**config.mk**
```make
export PLATFORM = sky130hd
export DESIGN_NAME = keypad_lock_fsm
export DESIGN_NICKNAME = d
export VERILOG_FILES = /design/src/rtl/keypad_lock_fsm.sv
export SDC_FILE = /design/constraint.sdc
export NUM_CORES = 1
export LEC_CHECK = 0
export CAP_MARGIN = 10
export CORE_MARGIN = 2
export CORE_UTILIZATION = 47
export CTS_BUF_LIST = sky130_fd_sc_hd__clkbuf_16
export DETAILED_ROUTE_END_ITERATION = 6
export PLACE_DENSITY_LB_ADDON = 0.15
export SLEW_MARGIN = 20
export SYNTH_ARGS = -nofsm -noshare
export SYNTH_HDL_FRONTEND = slang
export SYNTH_SLANG_ARGS = --single-unit
```
**constraint.sdc**
```tcl
create_clock -name pulse_50Mhz -period 5.1 [get_ports pulse_50Mhz]
set_input_delay 1.02 -clock pulse_50Mhz [delete_from_list [all_inputs] [get_ports pulse_50Mhz]]
set_output_delay 1.02 -clock pulse_50Mhz [all_outputs]
set_load 0.01 [all_outputs]
```
**src/rtl/keypad_lock_fsm.sv**
```systemverilog
// Digital-lock controller: assembles keypad digits, checks them against a stored
// code and drives unlock / fail / lockout. `KEYPAD_LOCK_PROGRAM_EN adds code programming.
module keypad_lock_fsm #(
  parameter int          CLK_FREQ         = 50_000_000,
  parameter int          CODE_LEN         = 4,
  parameter logic [15:0] DEFAULT_CODE     = 16'h1234,
  parameter int          MAX_FAILS        = 3,
  parameter int          UNLOCK_MS        = 5000,
  parameter int          LOCKOUT_MS       = 10000,
  parameter int          ENTRY_TIMEOUT_MS = 4000
) (
  input  logic       pulse_50Mhz,
  input  logic       rst_n,
  input  logic       key_pulse,
  input  logic [3:0] key_code,
  output logic [3:0] digit0,
  output logic [3:0] digit1,
  output logic [3:0] digit2,
  output logic [3:0] digit3,
  output logic [2:0] entry_count,
  output logic       unlocked,
  output logic       fail_flag,
  output logic       lockout,
  output logic [1:0] fail_cnt,
  output logic [2:0] state_out
);

  localparam logic [2:0] LOCKED   = 3'd0;
  localparam logic [2:0] ENTRY    = 3'd1;
  localparam logic [2:0] CHECK    = 3'd2;
  localparam logic [2:0] UNLOCKED = 3'd3;
  localparam logic [2:0] LOCKOUT  = 3'd4;
  localparam logic [2:0] PROGRAM  = 3'd5;

  localparam int DIV     = (CLK_FREQ / 1000 > 0) ? CLK_FREQ / 1000 : 1;
  localparam int PRE_W   = (DIV > 1) ? $clog2(DIV) : 1;
  localparam int MAX_A   = (UNLOCK_MS > LOCKOUT_MS) ? UNLOCK_MS : LOCKOUT_MS;
  localparam int MAX_MS  = (MAX_A > ENTRY_TIMEOUT_MS) ? MAX_A : ENTRY_TIMEOUT_MS;
  localparam int TMR_W   = $clog2(MAX_MS + 1);

  logic [2:0]       state_q, state_d;
  logic [3:0]       dig_q [4];
  logic [3:0]       dig_d [4];
  logic [2:0]       cnt_q, cnt_d;
  logic [1:0]       fail_q, fail_d;
  logic [PRE_W-1:0] presc_q;
  logic [TMR_W-1:0] ms_cnt_q;
  logic [TMR_W-1:0] timer_limit;
  logic             tick, timer_active, timer_expire, tmr_restart;
  logic             is_digit, is_clear, is_enter, match;
  logic [15:0]      code_q;

`ifdef KEYPAD_LOCK_PROGRAM_EN
  logic [15:0] code_d;
`else
  assign code_q = DEFAULT_CODE;
`endif

  assign is_digit = key_pulse && (key_code <= 4'd9);
  assign is_clear = key_pulse && (key_code == 4'hE);
  assign is_enter = key_pulse && (key_code == 4'hF);

  // Free-running ms prescaler; with DIV == 1 the tick is asserted every cycle.
  assign tick = (presc_q == PRE_W'(DIV - 1));

  always_ff @(posedge pulse_50Mhz or negedge rst_n) begin
    if (!rst_n) presc_q <= '0;
    else        presc_q <= tick ? '0 : presc_q + 1'b1;
  end

  always_comb begin
    timer_active = 1'b0;
    timer_limit  = '0;
    case (state_q)
      ENTRY: begin
        timer_active = 1'b1;
        timer_limit  = TMR_W'(ENTRY_TIMEOUT_MS - 1);
      end
      UNLOCKED: begin
        timer_active = 1'b1;
        timer_limit  = TMR_W'(UNLOCK_MS - 1);
      end
      LOCKOUT: begin
        timer_active = 1'b1;
        timer_limit  = TMR_W'(LOCKOUT_MS - 1);
      end
      default: ;
    endcase
  end

  assign timer_expire = timer_active && tick && (ms_cnt_q == timer_limit);

  // Only the first CODE_LEN digits take part; a short entry never matches.
  always_comb begin
    match = (cnt_q == 3'(CODE_LEN));
    for (int i = 0; i < CODE_LEN; i++) begin
      if (dig_q[i] != code_q[15 - 4*i -: 4]) match = 1'b0;
    end
  end

  always_comb begin
    // NOTE: every signal gets a default first so no path leaves one unassigned (no latches).
    state_d     = state_q;
    dig_d       = dig_q;
    cnt_d       = cnt_q;
    fail_d      = fail_q;
    tmr_restart = 1'b0;
`ifdef KEYPAD_LOCK_PROGRAM_EN
    code_d      = code_q;
`endif
    case (state_q)
      LOCKED: begin
        if (is_digit) begin
          dig_d[0] = key_code;
          cnt_d    = 3'd1;
          state_d  = ENTRY;
        end
      end
      ENTRY: begin
        if (timer_expire || is_clear) begin
          dig_d   = '{default: '0};
          cnt_d   = '0;
          state_d = LOCKED;
        end else begin
          tmr_restart = key_pulse;
          if (is_enter) begin
            state_d = CHECK;
          end else if (is_digit && cnt_q < 3'(CODE_LEN)) begin
            dig_d[cnt_q[1:0]] = key_code;
            cnt_d             = cnt_q + 3'd1;
          end
        end
      end
      CHECK: begin
        dig_d = '{default: '0};
        cnt_d = '0;
        if (match) begin
          fail_d  = '0;
          state_d = UNLOCKED;
        end else begin
          fail_d  = fail_q + 2'd1;
          state_d = (fail_d == 2'(MAX_FAILS)) ? LOCKOUT : LOCKED;
        end
      end
      UNLOCKED: begin
        if (timer_expire || is_enter) begin
          state_d = LOCKED;
`ifdef KEYPAD_LOCK_PROGRAM_EN
        end else if (key_pulse && key_code == 4'hC) begin
          state_d = PROGRAM;
`endif
        end
      end
      LOCKOUT: begin
        if (timer_expire) begin
          fail_d  = '0;
          state_d = LOCKED;
        end
      end
`ifdef KEYPAD_LOCK_PROGRAM_EN
      PROGRAM: begin
        if (is_enter || is_clear) begin
          dig_d = '{default: '0};
          cnt_d = '0;
          if (is_enter && cnt_q == 3'(CODE_LEN)) begin
            code_d  = {dig_q[0], dig_q[1], dig_q[2], dig_q[3]};
            state_d = LOCKED;
          end else begin
            state_d = UNLOCKED;
          end
        end else if (is_digit && cnt_q < 3'(CODE_LEN)) begin
          dig_d[cnt_q[1:0]] = key_code;
          cnt_d             = cnt_q + 3'd1;
        end
      end
`endif
      default: state_d = LOCKED;
    endcase
  end

  // NOTE: sequential state uses non-blocking assignments so all registers update together.
  always_ff @(posedge pulse_50Mhz or negedge rst_n) begin
    if (!rst_n) begin
      state_q  <= LOCKED;
      dig_q    <= '{default: '0};
      cnt_q    <= '0;
      fail_q   <= '0;
      ms_cnt_q <= '0;
    end else begin
      state_q  <= state_d;
      dig_q    <= dig_d;
      cnt_q    <= cnt_d;
      fail_q   <= fail_d;
      if (state_d != state_q || tmr_restart) ms_cnt_q <= '0;
      else if (timer_active && tick)         ms_cnt_q <= ms_cnt_q + 1'b1;
    end
  end

`ifdef KEYPAD_LOCK_PROGRAM_EN
  always_ff @(posedge pulse_50Mhz or negedge rst_n) begin
    if (!rst_n) code_q <= DEFAULT_CODE;
    else        code_q <= code_d;
  end
`endif

  assign digit0      = dig_q[0];
  assign digit1      = dig_q[1];
  assign digit2      = dig_q[2];
  assign digit3      = dig_q[3];
  assign entry_count = cnt_q;
  assign fail_cnt    = fail_q;
  assign state_out   = state_q;
  assign unlocked    = (state_q == UNLOCKED) || (state_q == PROGRAM);
  assign lockout     = (state_q == LOCKOUT);
  assign fail_flag   = (state_q == CHECK) && !match;

endmodule

```
==> results of run 1 <==
==> critical path: stages (launching register included) <==
cell             delay [ns]
dfrtp_1                0.42
nor4b_1                0.40
nand3_1                0.22
nor2_1                 0.37
nor2_1                 0.09
clkdlybuf4s50_1        0.49
==> power by group through the flow <==
stage | Sequential [mW] | Clock [mW] | Combinational [mW]
final | 0.594 | 0.336 | 0.597
after global placement | 0.599 | 0 | 0.590
after global routing | 0.605 | 0.361 | 0.652
after detailed placement | 0.599 | 0 | 0.595
after CTS | 0.592 | 0.348 | 0.600
after floorplan | 0.601 | 0 | 0.352
==> area by class of cell <==
class | count | area (um2) | share of cell area
Tap cell | 77 | 96.3 | 0.0263
Sequential cell | 54 | 1350 | 0.369
Inverter | 24 | 90.1 | 0.0246
Multi-Input combinational cell | 241 | 1650 | 0.451
Timing Repair Buffer | 34 | 333 | 0.0908
Clock inverter | 3 | 16.3 | 0.00444
Clock buffer | 5 | 125 | 0.0342
==> kinds of logic (layout without fill, tap and decap cells) <==
logic type | count (synthesis) | in the layout
adder cells (fa/ha/maj) | 7 | 7
multiplexers | 2 | 2
XOR/XNOR | 30 | 30
AND/OR/NAND/NOR | 130 | 130
flip-flops | 54 | 54
AO/OA/AOI/OAI | 72 | 72
buffers and inverters | 40 | 66
==> stage by stage <==
| stage | cell area, um2 | instances | power [mW] |
|---|---|---|---|
| finish | 3660 | 438 | 1.53 |
| global placement | 3520 | 430 | 1.19 |
| global route | 3660 | 438 | 1.62 |
| floorplan | 3180 | 335 | 0.953 |
| detailed placement | 3520 | 430 | 1.19 |
| CTS | 3660 | 438 | 1.54 |
==> state kept, by name, indices dropped and copies added, names as in the netlist <==
signal / flops
ms_cnt_q: 14
digit2: 4
digit3: 4
digit0: 4
presc_q: 16
fail_cnt: 2
entry_count: 3
state_out: 3
digit1: 4
==> worst max path at each step <==
stage	end	slack, ns	depth (start not counted)
finish	fail_flag	1.81	5
global route	fail_flag	1.74	6
CTS	fail_flag	1.85	5
detailed placement	digit0[1]$_DFFE_PN0P_	1.77	7
global placement	digit0[2]$_DFFE_PN0P_	1.84	7
floorplan	entry_count[1]$_DFFE_PN0P_	2.77	6
==> metal layers <==
layer / GRT usage / vias up
met5: 0 / -
met4: 0.0611 / 0
met3: 0.0305 / 4
met2: 0.315 / 70
met1: 0.329 / 1306
li1: - / 1277
==> layout by cell type (no fill, tap or decap), drive strengths merged, types with 3 or more instances in the layout <==
cell type,n
and4,4
dfrtp,54
nor4,19
o21ai,19
a32o,5
xor2,12
clkinv,3
ha,7
clkbuf,5
nand2,21
a31oi,3
o22ai,8
nor2,18
a21oi,14
and3,9
nand3,19
xnor2,18
nor4b,4
nor4bb,3
nand4,8
clkdlybuf4s50,32
o32ai,5
inv,24
and2,5
a211oi,3
nor3,6
==> impl_metrics.yaml, run 1 <==
hold_path:
  min-delay-start: "presc_q[0]$_DFF_PN0_"
  hp-class: "flip-flop to flip-flop"
  holdPathStages: 1
  whs_endpoint: "presc_q[0]$_DFF_PN0_"
clocking:
  cts_tree: "built"
  clockBufferDepth: 2
  ctsHtreeMaxLevel: 2
  clock_latency_ns: 0.29
  root_buffer: "clkbuf_16"
  clk_pin_slew_ns: 0.07
  post_cts_resized: 0
  postCtsHoldBufs: 0
  post_cts.repair.setup_buffers: 0
  cts_buffers: 5
  clock-sinks: 54
floorplanning:
  top_level_ports: 34
  dieWidth_um: 86.2
  die-area_um2: 7440
  start_util: 0.492
  coreArea_um2: 6460
  rows: 29
  die_h_um: 86.2
cells_and_area:
  final_nets: 374
  antenna_cells: 0
  drive_gt1_frac: 0.0582
  areaGrowthSynthToFinish_pct: 15.3
  fin_util: 0.567
  fill_cells: 587
power_and_ir_drop:
  seq_power_share: 0.389
  net-switching-power_mw: 0.561
  p_clk_frac: 0.220
  intPower_mw: 0.967
  p_per_area_nw_per_um2: 417
  swShare: 0.367
  ir_drop_uv: 279
  p_comb_frac: 0.391
  p_leak_nw: 1.50
status:
  status: "completed"
critical_path:
  crit_fanout: 5
  critPathKind: "flip-flop to primary output"
  startpoint: "digit0[1]$_DFFE_PN0P_"
  r2r_slack_ns: 2.10
  cp-start-kind: "flip-flop"
  reg2reg_from: "presc_q[7]$_DFF_PN0_"
  end_kind: "primary output"
  crit_required_ns: 4.08
  arrival_ns: 2.27
  r2r_end: "digit0[3]$_DFFE_PN0P_"
  r2r_cells: 6
place:
  dp_hpwl_um: 5080
  portBuffers: 33
  place.gp.congestion: 0.828
  dp_slack_ns: 1.77
synth:
  ys.flop_type: "dfrtp_1"
  synth_top_family_by_area: "simple AND/OR/NAND/NOR gates"
  synth.area.top_cells: "dfrtp_1 43%, xnor2_1 5.0%, nor4_1 3.7%"
  yosys.area_share.simple: 0.230
  post_synth.cell_area_avg_um2: 9.49
  synth_top_area_share: 0.425
  post_synth_num_cell_types: 53
  yosysTopAreaCell: "dfrtp_1"
  synthAdderAreaFrac: 0.0276
  yosysMostFrequentCell: "dfrtp_1"
  synth-seq-area-share: 0.425
  synth.area.mux_share: 0.00709
  yosysWarnings: 0
  synth_compound_area_frac: 0.172
  synth_nets: 349
  synth_seq_cells: 54
  ys_top_cells_by_count: "54 x dfrtp_1, 24 x inv_1, 21 x nand2_1"
  postSynthCellCount: 335
  synth_xor_area_frac: 0.0827
  synthArstFlopShare: 1.00
  synth_edf_count: 0
  synthesis.area_um2: 3180
timing:
  rsz0062_at_grt: "false"
  timing.fmax_mhz: 304
  hold_viol: 0
  setup_tns_ns: 0
  fin_ws_ns: 1.81
  slew_violations: 0
  setup_viol: 0
  tightest_slew_ns: 0.773
  fin_crit_sh: 0.644
  hold_slack_ns: 0.457
  slew_headroom: 0.484
  fin_crit_ns: 3.29
  skew_ns: 0.00369
routing:
  via_count: 2657
  wl_per_cell_um: 17.2
  drc: 0
  highest_layer: "met4"
  drtIter0Drc: 147
  first_pass_iters: 4
  wl_um: 7520
  wl_met3_um: 297
  ant_nets: 0
  avgViaCountPerCell: 6.07
  wl_met2_um: 3390
  wl_met1_um: 3760
grt:
  grt.overflow.total: 0
  grt_max_degree: 55
  grt_pass1_vias: 2555
  grt_usage: 0.214
  antenna_found_initial: 0
  grt_pass1_wl_um: 12800
flow_run:
  cap_violations: 0
No activity file was read; power rests on OpenSTA's default activity.
==> inputs of run 2 (changes only) <==
==> constraint.sdc (replaced) <==
create_clock -name pulse_50Mhz -period 2.75 [get_ports pulse_50Mhz]
set_input_delay 0.55 -clock pulse_50Mhz [delete_from_list [all_inputs] [get_ports pulse_50Mhz]]
set_output_delay 0.55 -clock pulse_50Mhz [all_outputs]
set_load 0.01 [all_outputs]
==> impl_metrics.yaml, run 2 (synthesis results as in run 1) <==
cells_and_area:
  drive_gt1_frac: 0.101
  layout_commonest_cell: "dfrtp_1"
  top_regs: "presc_q: 16 flops, ms_cnt_q: 14 flops"
  areaGrowthSynthToFinish_pct: 19.3
  largest_reg_flops: 16
  final_nets: 390
  mostFrequentLayoutCells: "54 x dfrtp_1, 32 x clkdlybuf4s50_1, 25 x inv_1"
  seqCellArea_um2: 1350
  fin_area_um2: 3790
  fill_cells: 595
  antenna_cells: 0
  multi_input_area_um2: 1660
  regMostFlops: "presc_q"
routing:
  avgViaCountPerCell: 5.81
  via_count: 2636
  ant_nets: 0
  drtIter0Drc: 137
  wl_per_cell_um: 16.4
  drc: 0
  first_pass_iters: 5
  wl_um: 7460
critical_path:
  end_kind: "primary output"
  crit_required_ns: 2.20
  r2r_cells: 6
  reg2reg_from: "state_out[2]$_DFF_PN0_"
  arrival_ns: 2.03
  crit_fanout: 5
  startpoint: "entry_count[0]$_DFFE_PN0P_"
  r2r_slack_ns: 0.32
  cp-endpoint: "fail_flag"
  r2r_end: "digit1[2]$_DFFE_PN0P_"
  critPathKind: "flip-flop to primary output"
  cp-start-kind: "flip-flop"
floorplanning:
  coreArea_um2: 6460
  die_h_um: 86.2
  start_util: 0.492
  die-area_um2: 7440
  top_level_ports: 34
  dieWidth_um: 86.2
  rows: 29
timing:
  setup_viol: 0
  hold_slack_ns: 0.228
  setup_tns_ns: 0
  fin_ws_ns: 0.170
  tightest_slew_ns: 0.585
  fin_crit_ns: 2.58
  slew_violations: 0
  rsz0062_at_grt: "false"
  timing.fmax_mhz: 388
  fin_crit_sh: 0.938
  slew_headroom: 0.608
  hold_viol: 0
  skew_ns: 0.00627
clocking:
  clock_latency_ns: 0.29
  clk_pin_slew_ns: 0.07
  root_buffer: "clkbuf_16"
  post_cts.repair.setup_buffers: 0
  clock-sinks: 54
  ctsHtreeMaxLevel: 2
  cts_tree: "built"
  cts_buffers: 5
  clockBufferDepth: 2
status:
  status: "completed"
flow_run:
  cap_violations: 0
power_and_ir_drop:
  intPower_mw: 1.85
  power_mw: 2.90
  swShare: 0.365
  net-switching-power_mw: 1.06
  p_comb_frac: 0.412
  p_per_area_nw_per_um2: 766
  ir_drop_uv: 507
  seq_power_share: 0.372
  p_leak_nw: 1.59
  p_clk_frac: 0.216
place:
  placed_cell_area_um2: 3640
  dp_slack_ns: 0.0996
  portBuffers: 33
  dp_hpwl_um: 5230
  place.gp.congestion: 0.860
grt:
  grt_pass1_vias: 2515
  grt.overflow.total: 0
  antenna_found_initial: 0
  grt_pass1_wl_um: 12500
  grt_usage: 0.213
  grt_max_degree: 24
hold_path:
  hp-class: "primary input to asynchronous set/reset pin"
[run 2: worst min-delay path by stage]
stage / startpoint / to / slack, ns / depth (start not counted)
2_1_floorplan: rst_n / digit0[0]$_DFFE_PN0P_ / 0.25 / 0
3_3_place_gp: presc_q[0]$_DFF_PN0_ / presc_q[0]$_DFF_PN0_ / 0.45 / 1
3_5_place_dp: presc_q[0]$_DFF_PN0_ / presc_q[0]$_DFF_PN0_ / 0.46 / 1
4_1_cts: rst_n / ms_cnt_q[1]$_DFFE_PN0P_ / 0.24 / 1
5_1_grt: rst_n / ms_cnt_q[1]$_DFFE_PN0P_ / 0.27 / 1
6_report: rst_n / ms_cnt_q[1]$_DFFE_PN0P_ / 0.23 / 1
[run 2: through the flow]
| stage | util | std cells |
|---|---|---|
| finish | 0.587 | 454 |
| global route | 0.587 | 454 |
| CTS | 0.586 | 454 |
| detailed placement | 0.564 | 446 |
| global placement | 0.564 | 446 |
| floorplan | - | 335 |
[run 2: cell type report]
cell class / instances / share of cell area
Clock buffer: 5 / 0.0330
Clock inverter: 3 / 0.00429
Inverter: 24 / 0.0238
Multi-Input combinational cell: 241 / 0.437
Sequential cell: 54 / 0.357
Tap cell: 77 / 0.0254
Timing Repair Buffer: 50 / 0.120
[run 2: repair_timing]
item                                   CTS  global route
hold buffers                             0             0
endpoints found under the hold margin    0             0
setup endpoints to repair                0             1
resized for setup                        0             1
[run 2: metal layers]
| layer | GRT usage | up-vias | share of wire |
|---|---|---|---|
| met5 | 0 | - | 0 |
| met4 | 0.0611 | 0 | 0.014 |
| met3 | 0.0343 | 10 | 0.038 |
| met2 | 0.314 | 61 | 0.44 |
| met1 | 0.324 | 1259 | 0.51 |
| li1 | - | 1306 | - |
[run 2: power by group through the flow]
stage | sequential [mW] | clock [mW] | combinational [mW]
2_1_floorplan | 1.11 | 0 | 0.652
3_3_place_gp | 1.09 | 0 | 1.18
3_5_place_dp | 1.09 | 0 | 1.19
4_1_cts | 1.08 | 0.642 | 1.20
5_1_grt | 1.10 | 0.682 | 1.31
6_report | 1.08 | 0.626 | 1.20
[run 2: critical path, stage by stage, from the launching register on]
cell             delay (ns)
dfrtp_1                0.46
inv_1                  0.11
ha_1                   0.25
nand3_1                0.18
nor2_1                 0.09
nor2_1                 0.10
clkdlybuf4s50_1        0.54
